--- config.mk ---
export PLATFORM = sky130hd
export DESIGN_NAME = instruction_fetch_unit
export DESIGN_NICKNAME = d
export VERILOG_FILES = /design/src/rtl/instruction_fetch_unit.sv
export SDC_FILE = /design/constraint.sdc
export NUM_CORES = 1
export LEC_CHECK = 0
export ABC_CLOCK_PERIOD_IN_PS = 3400
export CAP_MARGIN = 25
export CELL_PAD_IN_SITES_DETAIL_PLACEMENT = 2
export CELL_PAD_IN_SITES_GLOBAL_PLACEMENT = 2
export CORE_MARGIN = 2
export CORE_UTILIZATION = 35
export DETAILED_ROUTE_END_ITERATION = 12
export DONT_BUFFER_PORTS = 1
export GPL_TIMING_DRIVEN = 0
export PLACE_DENSITY_LB_ADDON = 0.1
export SLEW_MARGIN = 0
export SYNTH_ARGS = -nofsm -noshare
export SYNTH_HDL_FRONTEND = slang
export SYNTH_SLANG_ARGS = --single-unit
--- constraint.sdc ---
create_clock -name Clock -period 3.4 [get_ports Clock]
set_clock_uncertainty 0.05 [all_clocks]
set_input_delay 0.34 -clock Clock [delete_from_list [all_inputs] [get_ports Clock]]
set_output_delay 0.34 -clock Clock [all_outputs]
set_load 0.05 [all_outputs]
--- src/rtl/instruction_fetch_unit.sv ---
// Fetch stage: owns the PC, assembles big-endian 16-bit instructions from a byte-wide
// request/acknowledge memory and queues them with their PC for the datapath.
module instruction_fetch_unit #(
    parameter logic [15:0] RESET_PC = 16'd10,
    parameter int          DEPTH    = 2
) (
    input  logic                     Clock,
    input  logic                     ResetN,
    output logic                     MemReq,
    output logic [15:0]              MemAddr,
    input  logic                     MemAck,
    input  logic [7:0]               MemRdata,
    output logic                     InstrValid,
    input  logic                     InstrReady,
    output logic [15:0]              Instruction,
    output logic [15:0]              InstrPC,
    input  logic                     Redirect,
    input  logic [15:0]              RedirectPC,
    output logic [$clog2(DEPTH):0]   QCount
);

    localparam int PW = $clog2(DEPTH);
    localparam int CW = PW + 1;
    localparam logic [CW-1:0] FULL = CW'(DEPTH);

    typedef enum logic [1:0] {IDLE, FETCH_HI, FETCH_LO, DRAIN} state_t;

    state_t          state, state_next;
    logic [15:0]     pc, pc_next, mem_addr;
    logic [7:0]      hi_byte;
    logic [CW-1:0]   count, count_next;
    logic [PW-1:0]   rd_ptr, wr_ptr;
    logic [15:0]     head_instr, head_pc;
    logic [15:0]     q_instr [DEPTH];
    logic [15:0]     q_pc    [DEPTH];
    logic            accept, push, pop, load_addr;
    logic [15:0]     push_instr;

    assign push_instr = {hi_byte, MemRdata};

    // Handshake events; a redirect suppresses both queue operations in its cycle.
    // NOTE: every signal assigned in a combinational block gets a default first, so no latch is inferred.
    always_comb begin
        accept     = (state != IDLE) && MemAck;
        push       = (state == FETCH_LO) && accept && !Redirect;
        pop        = (count != '0) && InstrReady && !Redirect;
        count_next = count;
        if (Redirect) begin
            count_next = '0;
        end else begin
            case ({push, pop})
                2'b10:   count_next = count + CW'(1);
                2'b01:   count_next = count - CW'(1);
                default: count_next = count;
            endcase
        end
        pc_next = pc;
        if (Redirect)  pc_next = {RedirectPC[15:1], 1'b0};
        else if (push) pc_next = pc + 16'd2;
    end

    // State register
    // NOTE: sequential state uses non-blocking assignments so all registers update from pre-edge values.
    always_ff @(posedge Clock or negedge ResetN) begin
        if (!ResetN) state <= IDLE;
        else         state <= state_next;
    end

    // Next-state logic
    always_comb begin
        state_next = state;
        case (state)
            IDLE:     if (Redirect || count < FULL) state_next = FETCH_HI;
            FETCH_HI: begin
                if (Redirect)    state_next = accept ? FETCH_HI : DRAIN;
                else if (accept) state_next = FETCH_LO;
            end
            FETCH_LO: begin
                if (Redirect)    state_next = accept ? FETCH_HI : DRAIN;
                else if (accept) state_next = (count_next < FULL) ? FETCH_HI : IDLE;
            end
            DRAIN:    if (accept) state_next = FETCH_HI;
            default:  state_next = IDLE;
        endcase
    end

    // Output logic
    always_comb begin
        MemReq      = (state != IDLE);
        MemAddr     = mem_addr;
        InstrValid  = (count != '0);
        Instruction = head_instr;
        InstrPC     = head_pc;
        QCount      = count;
    end

    // The address only moves when no request is outstanding; DRAIN keeps the stale request stable.
    assign load_addr = ((state == IDLE) || accept) && (state_next != DRAIN);

    always_ff @(posedge Clock or negedge ResetN) begin
        if (!ResetN) begin
            pc         <= RESET_PC;
            mem_addr   <= RESET_PC;
            hi_byte    <= '0;
            count      <= '0;
            rd_ptr     <= '0;
            wr_ptr     <= '0;
            head_instr <= '0;
            head_pc    <= '0;
        end else begin
            pc    <= pc_next;
            count <= count_next;
            if (load_addr)
                mem_addr <= (state_next == FETCH_LO) ? {pc[15:1], 1'b1} : pc_next;
            if (state == FETCH_HI && accept && !Redirect)
                hi_byte <= MemRdata;
            if (Redirect) begin
                rd_ptr <= '0;
                wr_ptr <= '0;
            end else begin
                if (push) wr_ptr <= wr_ptr + PW'(1);
                if (pop)  rd_ptr <= rd_ptr + PW'(1);
                // Head register tracks the entry that will be at the front next cycle.
                if (pop) begin
                    if (push && count == CW'(1)) begin
                        head_instr <= push_instr;
                        head_pc    <= pc;
                    end else if (count > CW'(1)) begin
                        head_instr <= q_instr[rd_ptr + PW'(1)];
                        head_pc    <= q_pc[rd_ptr + PW'(1)];
                    end
                end else if (push && count == '0) begin
                    head_instr <= push_instr;
                    head_pc    <= pc;
                end
            end
        end
    end

    // NOTE: queue storage has no reset; occupancy and the head register define what is visible.
    always_ff @(posedge Clock) begin
        if (push) begin
            q_instr[wr_ptr] <= push_instr;
            q_pc[wr_ptr]    <= pc;
        end
    end

endmodule

* Word-level counts from Yosys, hierarchy flattened
Memories as Yosys holds them, arrays and structs flattened.
Index checks and enable logic that the tools add are counted.
Widths: inputs -> output; s select.
** Word-level totals
- Register bits :: 78
- Bits in writable memories :: 64
- Input port bits :: 29
- Output and inout port bits :: 52
- Memories :: 2
** Operators by class
- $add $sub $neg :: 5
- Order comparisons :: 3
- Equality and inequality tests :: 9
- Mux-type cells :: 28
- Bitwise operators :: 1
- Reductions and logical operators :: 21
** Memories
- q_instr :: words 2, bits a word 16, rd ports 1, clocked after Yosys merged registers in 0, wr ports 1, RTL line 34 : logic [15:0] q_instr [DEPTH];
- q_pc :: words 2, bits a word 16, rd ports 1, clocked after Yosys merged registers in 0, wr ports 1, RTL line 35 : logic [15:0] q_pc [DEPTH];
** Operators by type and width (count)
- $mux 16 :: 11
- $add 16x2->16 const B :: 1
- $mux 2 :: 8
- $logic_and 1x1->1 :: 10
- $reduce_bool 2->1 :: 5
- $eq 2x2->1 const B :: 4
- $pmux 2 s4 :: 1
- $mux 1 :: 7
- $eq 2x1->1 const B :: 3
- $logic_not 2->1 :: 2
- $lt 2x2->1 const B :: 2
- $pmux 2 s2 :: 1
- $ne 3x1->1 const B :: 1
- $reduce_and 3->1 :: 1
- $add 1x1->1 const B :: 2
- $add 2x1->2 const B :: 1
- $gt 2x1->1 const B :: 1
- $logic_or 1x1->1 :: 2
- $ne 2x2->1 const B :: 1
- $sub 2x1->2 const B :: 1
- $logic_not 1->1 :: 1
- $not 1->1 :: 1

* Longest topological paths before layout
- Depth in word-level cells :: 14
- Depth in mapped cells :: 9

* Worst setup path before layout
OpenSTA, ideal clock, no wires.
- Path type :: input -> register
- Start :: input Redirect
- End :: memory q_instr[0][0] (enable)
- Library setup time :: 0.421 ns
- Arrival :: 2.029 ns
- Setup slack :: 0.900 ns
- Cell stages on the path :: 2
- Path buffers :: 0
- Cell sequence :: nand4bb_2 -> nor2_1
** Between the ends
- Cells in the longest elaborated chain, start to end :: 4
** Ends and longest elaborated chain
- start, declared :: RTL line 17 : input logic Redirect,
- $logic_not 1->1 :: RTL line 45 : push = (state == FETCH_LO) && accept && !Redirect;
- $logic_and 1x1->1 :: RTL line 45
- $mux 1 :: RTL line 142 : if (push) begin
- $mux 1 (implied by the code) :: RTL line 143 : q_instr[wr_ptr] <= push_instr;
- end, declared :: RTL line 34
Every way passes these cells.

* Worst setup path after layout
- Start :: register count[1] (netlist: QCount[1])
- End :: register head_pc[9] (netlist: InstrPC[9])
** Between the ends
- Cells in the longest elaborated chain, start to end :: 5
- Elaborated cells between the ends (all ways) :: 13
** Ends and longest elaborated chain
- start, declared :: RTL line 31 : logic [CW-1:0] count, count_next;
- start signal, assigned :: RTL line 112 : count <= count_next;
- $reduce_bool 2->1 :: RTL line 46 : pop = (count != '0) && InstrReady && !Redirect;
- $logic_and 1x1->1 (2 in a row) :: RTL line 46
- $ne 3x1->1 (no line) / $reduce_bool 2->1 (equally long branches)
- $reduce_and 3->1 (no line)
- end signal, assigned :: RTL line 127 : head_pc <= pc;
- end signal, assigned :: RTL line 130 : head_pc <= q_pc[rd_ptr + PW'(1)];
- end signal, assigned :: RTL line 134 : head_pc <= pc;
- end, declared :: RTL line 33 : logic [15:0] head_instr, head_pc;
Parallel ways exist; a longest one is shown, timed or not.
A chain may end at the register's enable or synchronous reset.

==> results.md <==
* Commonest non-fill, non-tap cell in the layout: dfrtp_1
* Die Area at 18300 sq um
* CTS tree: built
* Post-place setup slack at 0.455 ns
* Die H at 135 um
* Total track usage at 0.189
* # rows at 48
* Mapped Cells at 487
* Pleak at 2.65 nW
* Max-Cap Viols at 0
* Initial antenna violation count at 0
* Max H-tree Level at 4
* Synth Area in Simple Gates at 0.0869
* Power consumption at 6.03 mW
* CTS clock-pin slew for the worst setup and hold paths at 0.06 ns
* Clock Latency Late Sink at 0.43 ns
* Root Buffer: clkbuf_16
* Share of cells above drive strength 1 at 0.151
* CP arrival at 3.12 ns
* Worst path required time at 3.64 ns
* Via/cell ratio at 5.19
* DP Wirelength at 10400 um
* Area delta synth->final at 18.2%
* XOR/XNOR Fraction of Synth Area at 0.0232
* RSZ-0062 raised after global routing: false
* Register-to-register setup slack at 0.52 ns
* Maximum VDD drop at 394 uV
* EDFF count, synth at 64
* Setup violations, final at 0
* RR Endpoint: InstrPC[9]
* Final wirelength at 16000 um
* Distinct cell type count after synthesis at 45
* Port-buffer cells at 0
* Cell Pwr Density at 844 nW/um^2
* Compound-Gate Fraction of Synth Area at 0.100
* WHS Path Cells at 2
* Most frequent cells in the layout: dfrtp_1, edfxtp_1, nand2_1, inv_1, o21ai_0
* Via Count at 3921
* Final WS setup at 0.520 ns
* Clock Tree Buf Depth at 2
* Multi-input logic area at 1880 sq um
* Final cell count without fillers at 756
* Max_slew headroom at 0.362
* Endpoint, Worst Hold: pc[11]
* Final hold violations at 0
* Cts repair resizes at 0
* Sink Count at 142
* Placed cells at 713
* DRC viols at 0
* Drt first pass iters at 4
* Final nets at 550
* Startpoint type of the worst setup path: flip-flop
* Antenna-violating nets left at 0
* Mux cell area share after synthesis at 0.0933
* R2R depth at 9
* Hold Startpoint: RedirectPC[11]
* DRT iter0 DRCs at 178
* Initial core utilization at 0.353
* Post-DP Area at 6360 sq um
* Synth Flop Type: dfrtp_1
* Crit path max fanout at 10
* Critical R2R Launch: QCount[1]
* Final Cell Area at 7150 sq um
* FMAX at 347 MHz
* Part of the cycle the worst path needs at 0.847
* Synthesis-stage register bit count at 142
* Number of global-route vias before repair at 4548
* Outcome: completed
* Tightest Pin Transition at 0.958 ns
* Ports at 81
* Critical path class: flip-flop to flip-flop
* Post-synthesis async set-or-reset flop share at 0.549
* First-pass GRT wire length at 25800 um
* Total CTS buffers at 17
* Worst setup EP type: flip-flop
* Largest net degree at the start of global routing at 79
* Mapped cell area at 6050 sq um
* GR Overflow Total at 0
* Hold/Removal Path Class: input port to flip-flop
* Ys Warns at 0
* Synth Net Count at 519
* Postcts setup bufs at 0
* Crit path time final at 2.88 ns
* Seq/Total Area, Yosys at 0.641
* Synthesized area per cell at 12.4 sq um
* Post-synthesis adder-cell area fraction at 0.00621
* Die width at 135 um
* Core area at 17100 sq um
* Filler cells at 1731
* Routability cong. at 0.743
* Max-slew violation count at 0
* Ant. Diodes at 0
* WL/cell at 21.1 um
* Largest family of logic cells by synthesized area: compound AO/OA/AOI/OAI gates
* FF+latch area at 3880 sq um
[registers in the layout (all words and copies together) (netlist names)]
name / count
Instruction: 16
q_instr: 32
MemAddr: 16
QCount: 2
pc: 16
rd_ptr: 1
q_pc: 32
hi_byte: 8
state: 2
wr_ptr: 1
InstrPC: 16
[cell families (layout without fill, tap and decap cells)]
| kind of cell | Yosys count | after routing |
|---|---|---|
| DFF | 142 | 142 |
| muxes | 54 | 54 |
| and+or+nand+nor | 111 | 111 |
| buffers and inverters | 69 | 113 |
| adders and majority gates | 3 | 3 |
| AOI/OAI and AO/OA | 92 | 92 |
| xor gates and xnor gates | 16 | 16 |
[cell usage after synthesis (2+ instances only)]
| library cell | instances | area share |
|---|---|---|
| o21ai_0 | 41 | 0.034 |
| nand3b_1 | 2 | 0.0025 |
| a21oi_1 | 2 | 0.0017 |
| buf_2 | 10 | 0.0083 |
| mux2_2 | 19 | 0.035 |
| xor2_1 | 5 | 0.0072 |
| edfxtp_1 | 64 | 0.32 |
| dfrtp_1 | 74 | 0.31 |
| clkbuf_1 | 9 | 0.0056 |
| o21ai_1 | 5 | 0.0041 |
| ha_1 | 3 | 0.0062 |
| nand3_1 | 6 | 0.0050 |
| inv_1 | 42 | 0.026 |
| nor2_1 | 22 | 0.014 |
| and2_1 | 2 | 0.0021 |
| a211oi_1 | 4 | 0.0050 |
| nor3_1 | 6 | 0.0050 |
| nand4b_1 | 2 | 0.0029 |
| o211ai_1 | 32 | 0.040 |
| nor4_1 | 4 | 0.0041 |
| nand2b_1 | 4 | 0.0041 |
| buf_4 | 6 | 0.0074 |
| xnor2_1 | 11 | 0.016 |
| nand2_1 | 52 | 0.032 |
| and3_1 | 2 | 0.0021 |
| dfstp_2 | 4 | 0.017 |
| o31ai_1 | 2 | 0.0025 |
| mux2i_1 | 35 | 0.058 |
[metrics by stage]
step           setup TNS, ns  hold slack (ns)  utilization
3_5_place_dp               0         -0.00278        0.372
3_3_place_gp          -11.66         -0.00300        0.370
2_1_floorplan              0         -0.00559            -
5_1_grt                    0          0.00824        0.418
4_1_cts                    0          0.00110        0.418
6_report                   0           0.0169        0.418
[how the worst max path moves through the flow]
stage | startpoint | to | slack, ns | cells past startpoint
4_1_cts | QCount[1] | InstrPC[3] | 0.45 | 7
6_report | QCount[1] | InstrPC[9] | 0.52 | 9
2_1_floorplan | Redirect | q_instr[0][0] | 0.90 | 2
5_1_grt | QCount[1] | InstrPC[14] | 0.26 | 7
3_3_place_gp | state[1] | q_instr[0][9] | -0.37 | 2
3_5_place_dp | QCount[1] | InstrPC[9] | 0.45 | 9
[layer usage]
metal	up-vias	global-route usage	wire length [um]
li1	1784	-	-
met1	2030	0.242	7140
met2	85	0.314	7850
met3	22	0.0501	719
met4	0	0.0642	278
met5	-	0	0
[final cells by class]
type	count	share of cell area
repair buffers	12	0.0217
clock buffers	19	0.0620
multi-input cells	276	0.263
plain buffers	27	0.0193
inverters	42	0.0221
clock inverters	13	0.0298
flip-flops and latches	142	0.543
well taps	225	0.0394
[worst max-delay path, stage by stage, from the launching register on]
cell and delay [ns]:
dfrtp_1 0.75, inv_1 0.17, ha_1 0.25, nand2b_1 0.14, buf_2 0.19, a211oi_4 0.49, buf_2 0.33, nand2_1 0.08
o211ai_1 0.15, o21ai_0 0.14
[report_power, final]
part / leakage, nW / internal [mW] / total, mW / switching, mW
combinational: 0.857 / 0.318 / 0.779 / 0.461
sequential: 1.49 / 2.11 / 3.19 / 1.08
clock: 0.310 / 1.32 / 2.07 / 0.743
total: 2.65 / 3.75 / 6.03 / 2.28
[timing repair]
item	CTS	global route
setup endpoints to repair	0	0
hold endpoints to repair	98	0
hold buffers	11	0
No activity file was read; power rests on OpenSTA's default activity.
